**src/rtl/mux8_bus_arbiter.sv**
```systemverilog
`default_nettype none
// ============================================================================
// Module   : mux8_bus_arbiter
// Brief    : Round-robin arbiter owning the select of an 8:1 data mux, with a
//            valid/ready output and grants held for up to MAX_HOLD transfers.
// Revision : 1.0  initial release
// ============================================================================

module mux8_bus_arbiter_mux #(
  parameter int WIDTH = 16
) (
  input  logic [2:0]       sel,
  input  logic [WIDTH-1:0] a,
  input  logic [WIDTH-1:0] b,
  input  logic [WIDTH-1:0] c,
  input  logic [WIDTH-1:0] d,
  input  logic [WIDTH-1:0] e,
  input  logic [WIDTH-1:0] f,
  input  logic [WIDTH-1:0] g,
  input  logic [WIDTH-1:0] h,
  output logic [WIDTH-1:0] y
);

  always_comb begin
    case (sel)
      3'd0: y = a;
      3'd1: y = b;
      3'd2: y = c;
      3'd3: y = d;
      3'd4: y = e;
      3'd5: y = f;
      3'd6: y = g;
      3'd7: y = h;
    endcase
  end

endmodule

module mux8_bus_arbiter #(
  parameter int WIDTH    = 16,
  parameter int MAX_HOLD = 4
) (
  input  logic             clock,
  input  logic             reset,
  input  logic [7:0]       req,
  input  logic [WIDTH-1:0] a,
  input  logic [WIDTH-1:0] b,
  input  logic [WIDTH-1:0] c,
  input  logic [WIDTH-1:0] d,
  input  logic [WIDTH-1:0] e,
  input  logic [WIDTH-1:0] f,
  input  logic [WIDTH-1:0] g,
  input  logic [WIDTH-1:0] h,
  input  logic             ready,
  output logic [7:0]       grant,
  output logic [2:0]       sel,
  output logic [WIDTH-1:0] out,
  output logic             valid,
  output logic             busy
);

  localparam logic [0:0] c_st_idle  = 1'b0;
  localparam logic [0:0] c_st_grant = 1'b1;
  localparam logic [3:0] c_max_hold = 4'(MAX_HOLD);

  logic [0:0] r_state, w_state_nxt;
  logic [2:0] r_sel, w_sel_nxt;
  logic [2:0] r_ptr, w_ptr_nxt;
  logic [3:0] r_count, w_count_nxt;
  logic [2:0] w_winner;
  logic       w_owner_req;
  logic       w_xfer;

  always_ff @(posedge clock or posedge reset) begin
    if (reset) begin
      r_state <= c_st_idle;
      r_sel   <= '0;
      r_ptr   <= '0;
      r_count <= '0;
    end else begin
      r_state <= w_state_nxt;
      r_sel   <= w_sel_nxt;
      r_ptr   <= w_ptr_nxt;
      r_count <= w_count_nxt;
    end
  end

  // Scan from the farthest offset back to ptr so the nearest set bit wins.
  always_comb begin
    w_winner = r_ptr;
    for (int i = 7; i >= 0; i--) begin
      if (req[r_ptr + 3'(i)]) w_winner = r_ptr + 3'(i);
    end
  end

  assign w_owner_req = req[r_sel];
  assign w_xfer      = valid & ready;

  always_comb begin
    w_state_nxt = r_state;
    w_sel_nxt   = r_sel;
    w_ptr_nxt   = r_ptr;
    w_count_nxt = r_count;
    case (r_state)
      c_st_idle: begin
        if (|req) begin
          w_state_nxt = c_st_grant;
          w_sel_nxt   = w_winner;
          w_count_nxt = '0;
        end
      end
      c_st_grant: begin
        if (!w_owner_req || (w_xfer && (r_count + 4'd1 == c_max_hold))) begin
          w_state_nxt = c_st_idle;
          w_ptr_nxt   = r_sel + 3'd1;
          w_count_nxt = '0;
        end else if (w_xfer) begin
          w_count_nxt = r_count + 4'd1;
        end
      end
    endcase
  end

  always_comb begin
    grant = '0;
    valid = 1'b0;
    busy  = 1'b0;
    if (r_state == c_st_grant) begin
      grant = 8'b1 << r_sel;
      valid = w_owner_req;
      busy  = 1'b1;
    end
  end

  assign sel = r_sel;

  mux8_bus_arbiter_mux #(
    .WIDTH (WIDTH)
  ) u_mux (
    .sel (r_sel),
    .a   (a),
    .b   (b),
    .c   (c),
    .d   (d),
    .e   (e),
    .f   (f),
    .g   (g),
    .h   (h),
    .y   (out)
  );

endmodule

`default_nettype wire
```
**config.mk**
```make
export PLATFORM = sky130hd
export DESIGN_NAME = mux8_bus_arbiter
export DESIGN_NICKNAME = d
export VERILOG_FILES = /design/src/rtl/mux8_bus_arbiter.sv
export SDC_FILE = /design/constraint.sdc
export NUM_CORES = 1
export LEC_CHECK = 0
export CELL_PAD_IN_SITES_DETAIL_PLACEMENT = 1
export CELL_PAD_IN_SITES_GLOBAL_PLACEMENT = 2
export CORE_MARGIN = 1
export CORE_UTILIZATION = 17
export DETAILED_ROUTE_END_ITERATION = 10
export HOLD_SLACK_MARGIN = 0.08
export PLACE_DENSITY = 0.89
export SLEW_MARGIN = 20
export SYNTH_ARGS = -nofsm -noshare
export SYNTH_HDL_FRONTEND = slang
export SYNTH_SLANG_ARGS = --single-unit
```
**constraint.sdc**
```tcl
create_clock -name clock -period 3.1 [get_ports clock]
set_input_delay 0.93 -clock clock [delete_from_list [all_inputs] [get_ports clock]]
set_output_delay 0.93 -clock clock [all_outputs]
set_load 0.02 [all_outputs]
```
==> flow_metrics.env, run 1 <==
export IMPL_run_status="finished, final reports clean"
export IMPL_seq_area_frac_synth=0.121
export IMPL_core_area_um2=12800
export IMPL_diodes=0
export IMPL_first_global_vias=3551
export IMPL_post_place_cells=652
export IMPL_worst_slew_pin_transition_ps=605
export IMPL_die_h_um=117
export IMPL_hold_viol=0
export IMPL_layout_cells_most_common="sky130_fd_sc_hd__clkdlybuf4s50_1"
export IMPL_die_area_um2=13800
export IMPL_arrival_ps=2130
export IMPL_path_clk_slew_ps=40
export IMPL_grt_total_usage=0.172
export IMPL_top_cell_by_count_worst_path="sky130_fd_sc_hd__buf_4"
export IMPL_detail_route_vias_per_cell=5.04
export IMPL_synth_seq_cells=11
export IMPL_layoutNonFillerInstCount=668
export IMPL_synthXorXnorAreaFrac=0.0116
export IMPL_cts_inserted_buffers=3
export IMPL_critPathMaxStageDelay_ps=450
export IMPL_drt_first_iter_violations=264
export IMPL_drc_errors=0
export IMPL_row_count=41
export IMPL_cts_path_max_buffers=2
export IMPL_reg2regPathDepth=8
export IMPL_cts_tree="done"
export IMPL_htree_num_levels=1
export IMPL_postSynthCellCount=293
export IMPL_dpl_worst_slack_ps=-564
export IMPL_synthDistinctLibCells=49
export IMPL_regToRegEndpoint="sel[1]"
export IMPL_critPathMaxFanout=10
export IMPL_holdPathEnd="r_count[2]"
export IMPL_detail_route_antenna_nets=0
export IMPL_share_of_the_synthesized_area_in_compound_gates_ao_oa_aoi_oai=0.303
export IMPL_critical_path_slowest_cell="sky130_fd_sc_hd__a222oi_1"
export IMPL_detail_route_wl_per_cell_um=18.5
export IMPL_dr_total_vias=3364
export IMPL_synthesis_yosys_warnings=0
export IMPL_area_growth_syn_to_layout_pct=109
export IMPL_critical_path_class="reg2out"
export IMPL_final_critical_path_setup_slack_ps=37.2
export IMPL_area_fraction_in_and_or_nand_and_nor_cells_after_synthesis=0.219
export IMPL_chipWidth_um=117
export IMPL_remaining_global_route_overflow=0
export IMPL_async_flop_share=1.00
export IMPL_layout_common_cells="sky130_fd_sc_hd__clkdlybuf4s50_1 (118), sky130_fd_sc_hd__buf_4 (64), sky130_fd_sc_hd__nand2_1 (33), sky130_fd_sc_hd__nor2_1 (32), sky130_fd_sc_hd__a222oi_1 (24)"
export IMPL_timing_final_max_slew_violations=0
export IMPL_clockRootBuffer="sky130_fd_sc_hd__clkbuf_16"
export IMPL_final_layout_size_suffix_gt1_frac=0.272
export IMPL_clock_skew_final_ps=2.02
export IMPL_achievable_frequency_mhz=327
export IMPL_rr_startpoint="r_ptr[1]"
export IMPL_yosys_mux_area_fraction=0.232
export IMPL_synth_top_flop_cell="sky130_fd_sc_hd__dfrtp_1"
export IMPL_final_net_count=645
export IMPL_reg_to_reg_setup_timing_slack_ps=510
export IMPL_hpwl_mm=9.82
export IMPL_io_pins=168
export IMPL_worst_hold_startpoint="r_count[2]"
export IMPL_drv_max_cap_violation_count=0
export IMPL_power_after_layout_w=0.00517
export IMPL_vdd_ir_drop_max_mv=0.642
export IMPL_grt_start_max_net_pins=20
export IMPL_grt_antenna_before_repair=0
export IMPL_period_share=0.988
export IMPL_combinational_family_with_the_most_area_after_synthesis="compound AO/OA/AOI/OAI gates"
export IMPL_clk_insertion_delay_late_ps=240
export IMPL_worstPathRequired_ps=2170
export IMPL_critical_path_cell_chain="buf_4, ha_4, nor2b_1, buf_4, a222oi_1, a31oi_2, buf_4"
export IMPL_power_density_nw_per_um2=1090
export IMPL_synth_area_per_cell_um2=7.74
export IMPL_n_fill_cell=1513
export IMPL_worst_setup_path_startpoint="sel[1]"
export IMPL_hold_path_class="reg2reg"
export IMPL_leakage_nw=2.00
export IMPL_grt_first_pass_wirelength_mm=19.1
export IMPL_drt_pass1_iter_count=5
export IMPL_start_kind="flop"
export IMPL_drt_wl_total_mm=12.3
export IMPL_layout_min_cycle_time_ps=3060
export IMPL_start_util=0.177
export IMPL_cts_sink_count=11
export IMPL_slew_headroom=0.596
export IMPL_cts_hold_buffers=0
export IMPL_number_of_synthesized_flops_with_an_enable_pin=0
export IMPL_finalSetupViolCount=0
export IMPL_numPortBuffers=167
export IMPL_min_delay_path_depth=1
export IMPL_place_gp_congestion=0.901
export IMPL_syn_num_nets=441
export IMPL_crit_path_end_kind="primary output"
export IMPL_synthAdderAreaFrac=0.0497
export IMPL_syn_cell_area_um2=2270
==> worst max path at each step <==
stage / endpoint / depth (start not counted)
6_report: out[15] / 7
5_1_grt: out[4] / 9
4_1_cts: out[0] / 6
3_5_place_dp: out[0] / 6
3_3_place_gp: out[0] / 6
2_1_floorplan: out[11] / 9
==> worst max-delay path: cells and delay by family (launching register included) <==
family,cells,cell delay [ps]
compound gates,2,600
buf+inv,3,520
fa+ha+maj,1,200
flops,1,420
simple gates,1,150
==> what timing repair did <==
item / in CTS / in global routing
endpoints found under the setup margin: 20 / 13
endpoints found under the hold margin: 0 / 0
pin swaps: 21 / 25
gates cloned: 1 / 0
resized for setup: 105 / 28
setup buffers: 6 / 5
==> final cells by class <==
type,count,area (µm²),share of cell area
Inverter,10,37.5,0.00794
Clock buffer,4,78.8,0.0167
Tap cell,172,215,0.0455
Sequential cell,11,277,0.0585
Multi-Input combinational cell,246,1990,0.420
Timing Repair Buffer,225,2140,0.452
==> synth_stat cells (2+ instances only) <==
cell | instances | area (µm²)
sky130_fd_sc_hd__nor3b_1 | 3 | 22.5
sky130_fd_sc_hd__buf_1 | 5 | 18.8
sky130_fd_sc_hd__a211oi_1 | 2 | 15.0
sky130_fd_sc_hd__o31ai_1 | 3 | 22.5
sky130_fd_sc_hd__mux4_1 | 3 | 78.8
sky130_fd_sc_hd__a221oi_1 | 2 | 17.5
sky130_fd_sc_hd__a222oi_1 | 24 | 240
sky130_fd_sc_hd__nor3_1 | 6 | 30.0
sky130_fd_sc_hd__mux4_2 | 7 | 158
sky130_fd_sc_hd__a41oi_1 | 8 | 70.1
sky130_fd_sc_hd__nor2_1 | 33 | 124
sky130_fd_sc_hd__nand2_1 | 33 | 124
sky130_fd_sc_hd__mux2i_1 | 5 | 50.1
sky130_fd_sc_hd__nor2b_1 | 4 | 25.0
sky130_fd_sc_hd__or2_2 | 2 | 12.5
sky130_fd_sc_hd__mux2_2 | 20 | 225
sky130_fd_sc_hd__ha_1 | 9 | 113
sky130_fd_sc_hd__o21ai_0 | 8 | 40.0
sky130_fd_sc_hd__and3_1 | 4 | 25.0
sky130_fd_sc_hd__nor4_1 | 2 | 12.5
sky130_fd_sc_hd__inv_1 | 10 | 37.5
sky130_fd_sc_hd__a21o_1 | 3 | 22.5
sky130_fd_sc_hd__xnor2_1 | 2 | 17.5
sky130_fd_sc_hd__a31oi_1 | 11 | 68.8
sky130_fd_sc_hd__and2_1 | 10 | 62.6
sky130_fd_sc_hd__nand3_1 | 3 | 15.0
sky130_fd_sc_hd__clkbuf_1 | 19 | 71.3
sky130_fd_sc_hd__a21oi_1 | 21 | 105
sky130_fd_sc_hd__dfrtp_1 | 11 | 275
==> power breakdown <==
| group | internal, W | total [W] | switching [W] |
|---|---|---|---|
| Combinational | 0.00223 | 0.00462 | 0.00239 |
| Sequential | 0.000205 | 0.000314 | 0.000109 |
| Clock | 0.000173 | 0.000240 | 0.0000665 |
| Total | 0.00260 | 0.00517 | 0.00257 |
==> cell families (layout without fill, tap and decap cells) <==
group	count (synthesis)	after routing
AO/OA/AOI/OAI	92	92
flip-flops	11	11
adder cells (fa/ha/maj)	9	9
XOR/XNOR	3	3
buffers and inverters	36	239
AND/OR/NAND/NOR	106	106
multiplexers	36	36
==> through the flow <==
step                hold slack [ps]   util  area [µm²]  setup TNS [ps]
finish                          508  0.369        4730               0
global placement                495  0.351        4500           -6490
CTS                             521  0.360        4620            -157
detailed placement              512  0.351        4500           -6980
floorplan                       470      -        2340            -327
global route                    542  0.369        4730           -32.2
==> registers in the layout (all words and copies together), names as in the netlist <==
signal   count
r_state      1
r_ptr        3
r_count      4
sel          3
==> routing by layer <==
layer	wire, µm	vias up	share of wire	track usage
met5	0	-	0	0
met4	425	0	0.034	0.0633
met3	730	33	0.059	0.0291
met2	6190	155	0.50	0.310
met1	4990	1612	0.40	0.201
li1	-	1564	-	-
Note: power is estimated with default switching activity, not from simulation.
==> inputs of run 2 (changes only) <==
--- a/config.mk
+++ b/config.mk
@@ -7,12 +7,12 @@
 export LEC_CHECK = 0
 export CELL_PAD_IN_SITES_DETAIL_PLACEMENT = 1
 export CELL_PAD_IN_SITES_GLOBAL_PLACEMENT = 2
-export CORE_MARGIN = 1
+export CORE_MARGIN = 2
 export CORE_UTILIZATION = 17
 export DETAILED_ROUTE_END_ITERATION = 10
 export HOLD_SLACK_MARGIN = 0.08
 export PLACE_DENSITY = 0.89
-export SLEW_MARGIN = 20
+export SLEW_MARGIN = 0
 export SYNTH_ARGS = -nofsm -noshare
 export SYNTH_HDL_FRONTEND = slang
 export SYNTH_SLANG_ARGS = --single-unit
==> run 2 against run 1 <==
Clock-buffer cell count stayed put. Non-clock buffer count shrank 1. Sequential power grew 2%. Clock power down 3%. Critical endpoint is now out[5].
==> flow_metrics.env, run 2 (synthesis gave the netlist of run 1 again) <==
export IMPL_run_status="finished, final reports clean"
export IMPL_layout_common_cells="sky130_fd_sc_hd__clkdlybuf4s50_1 (115), sky130_fd_sc_hd__buf_4 (62), sky130_fd_sc_hd__nand2_1 (33), sky130_fd_sc_hd__nor2_1 (29), sky130_fd_sc_hd__a222oi_1 (24)"
export IMPL_min_delay_path_depth=1
export IMPL_io_pins=168
export IMPL_cts_path_max_buffers=2
export IMPL_detail_route_antenna_nets=0
export IMPL_diodes=0
export IMPL_die_area_um2=14300
export IMPL_reg_to_reg_setup_timing_slack_ps=410
export IMPL_clock_power_share=0.046
export IMPL_finalSetupViolCount=0
export IMPL_power_density_nw_per_um2=1080
export IMPL_power_internal_w=0.00252
export IMPL_grt_total_usage=0.162
export IMPL_drt_pass1_iter_count=6
export IMPL_worst_slew_pin_transition_ps=651
export IMPL_htree_num_levels=1
export IMPL_clk_insertion_delay_late_ps=230
export IMPL_chipWidth_um=119
export IMPL_power_switching_w=0.00257
export IMPL_path_clk_slew_ps=40
export IMPL_combPwrFrac=0.891
export IMPL_cts_tree="done"
export IMPL_power_switching_fraction=0.505
export IMPL_multi_input_area_um2=2030
export IMPL_dpl_worst_slack_ps=-580
export IMPL_critPathMaxFanout=1
export IMPL_worst_hold_startpoint="r_count[0]"
export IMPL_drc_errors=0
export IMPL_vdd_ir_drop_max_mv=0.589
export IMPL_rsz0062_at_grt="yes"
export IMPL_remaining_global_route_overflow=0
export IMPL_cts_sink_count=11
export IMPL_worstPathRequired_ps=2170
export IMPL_hpwl_mm=10.1
export IMPL_timing_final_max_slew_violations=0
export IMPL_drv_max_cap_violation_count=0
export IMPL_row_count=42
export IMPL_crit_path_end_kind="primary output"
export IMPL_first_global_vias=3475
export IMPL_rr_startpoint="r_ptr[1]"
export IMPL_detail_route_wl_per_cell_um=18.3
export IMPL_die_h_um=119
export IMPL_cts_inserted_buffers=3
export IMPL_period_share=0.990
export IMPL_total_negative_slack_for_setup_checks_ps=0
export IMPL_drt_first_iter_violations=305
export IMPL_cts_hold_buffers=0
export IMPL_start_util=0.173
export IMPL_reg2regPathDepth=8
export IMPL_layout_cells_most_common="sky130_fd_sc_hd__clkdlybuf4s50_1"
export IMPL_final_layout_size_suffix_gt1_frac=0.285
export IMPL_grt_antenna_before_repair=0
export IMPL_critical_path_class="in2out"
export IMPL_final_critical_path_setup_slack_ps=31.0
export IMPL_hold_viol=0
export IMPL_area_growth_syn_to_layout_pct=109
export IMPL_dr_total_vias=3277
export IMPL_leakage_nw=1.97
export IMPL_power_share_sequential=0.063
export IMPL_drt_wl_total_mm=12.3
export IMPL_final_seq_area_um2=275
export IMPL_arrival_ps=2140
export IMPL_core_area_um2=13100
export IMPL_layout_min_cycle_time_ps=3070
export IMPL_start_kind="primary input"
export IMPL_holdPathEnd="r_count[0]"
export IMPL_largest_register_by_flop_count="r_count"
export IMPL_grt_start_max_net_pins=25
export IMPL_grt_first_pass_wirelength_mm=18.6
export IMPL_clock_skew_final_ps=0.288
export IMPL_n_fill_cell=1547
export IMPL_clockRootBuffer="sky130_fd_sc_hd__clkbuf_16"
export IMPL_numPortBuffers=167
export IMPL_hold_path_class="reg2reg"
export IMPL_flip_flop_count_of_the_largest_register_all_copies_and_words_added=4
export IMPL_place_gp_congestion=0.924
export IMPL_regToRegEndpoint="sel[1]"
export IMPL_detail_route_vias_per_cell=4.88
export IMPL_achievable_frequency_mhz=326
export IMPL_final_net_count=644
export IMPL_slew_headroom=0.566
-- run 2: changes by cell type in the layout (fill, tap and decap cells not counted), sizes merged --
cell | before | now
bufbuf | 1 | 0
clkdlybuf4s15 | 1 | 3
dlymetal6s2s | 16 | 13
clkdlybuf4s50 | 118 | 115
dlygate4sd2 | 16 | 19
buf | 73 | 74
-- run 2: power groups by stage --
stage          logic (W)  registers [W]  clock network (W)
2_1_floorplan    0.00256       0.000297                  0
3_3_place_gp     0.00439       0.000311                  0
3_5_place_dp     0.00451       0.000319                  0
4_1_cts          0.00439       0.000316           0.000238
5_1_grt          0.00491       0.000334           0.000249
6_report         0.00454       0.000320           0.000233
-- run 2: what timing repair did --
item | in CTS | in global routing
buffers inserted | 3 | 3
pin swaps | 15 | 25
setup endpoints to repair | 19 | 18
gates resized for setup | 112 | 38
-- run 2: area by class of cell --
class,count,share of cell area
Clock buffer,4,0.0167
Sequential cell,11,0.0582
Multi-Input combinational cell,246,0.428
Inverter,10,0.00793
Timing Repair Buffer,224,0.442
Tap cell,176,0.0465
-- run 2: how the worst max path moves through the flow --
stage | start | end | slack (ps) | cells after the start
final | d[5] | out[5] | 30 | 4
after detailed placement | g[9] | out[9] | -580 | 6
after CTS | g[6] | out[6] | -50 | 6
after global placement | g[15] | out[15] | -530 | 6
after floorplan | sel[2] | out[11] | -60 | 9
after global routing | d[6] | out[6] | -20 | 4
-- run 2: critical path, stage by stage --
cell and delay (ps):
sky130_fd_sc_hd__clkdlybuf4s50_1 450, sky130_fd_sc_hd__a222oi_1 390, sky130_fd_sc_hd__a41oi_2 180, sky130_fd_sc_hd__buf_4 190
-- run 2: through the flow --
stage | hold slack (ps) | utilization | total power, W | area, µm² | std cells
after floorplan | 470 | - | 0.00286 | 2340 | 293
after global routing | 555 | 0.360 | 0.00549 | 4730 | 671
after global placement | 492 | 0.346 | 0.00470 | 4550 | 661
final | 532 | 0.360 | 0.00509 | 4730 | 671
after detailed placement | 515 | 0.346 | 0.00482 | 4550 | 661
after CTS | 521 | 0.349 | 0.00495 | 4590 | 668
-- run 2: metal layers --
| metal | GRT usage | wire [µm] |
|---|---|---|
| met2 | 0.300 | 6500 |
| met5 | 0 | 0 |
| met3 | 0.0350 | 853 |
| met1 | 0.191 | 4800 |
| met4 | 0.0324 | 164 |
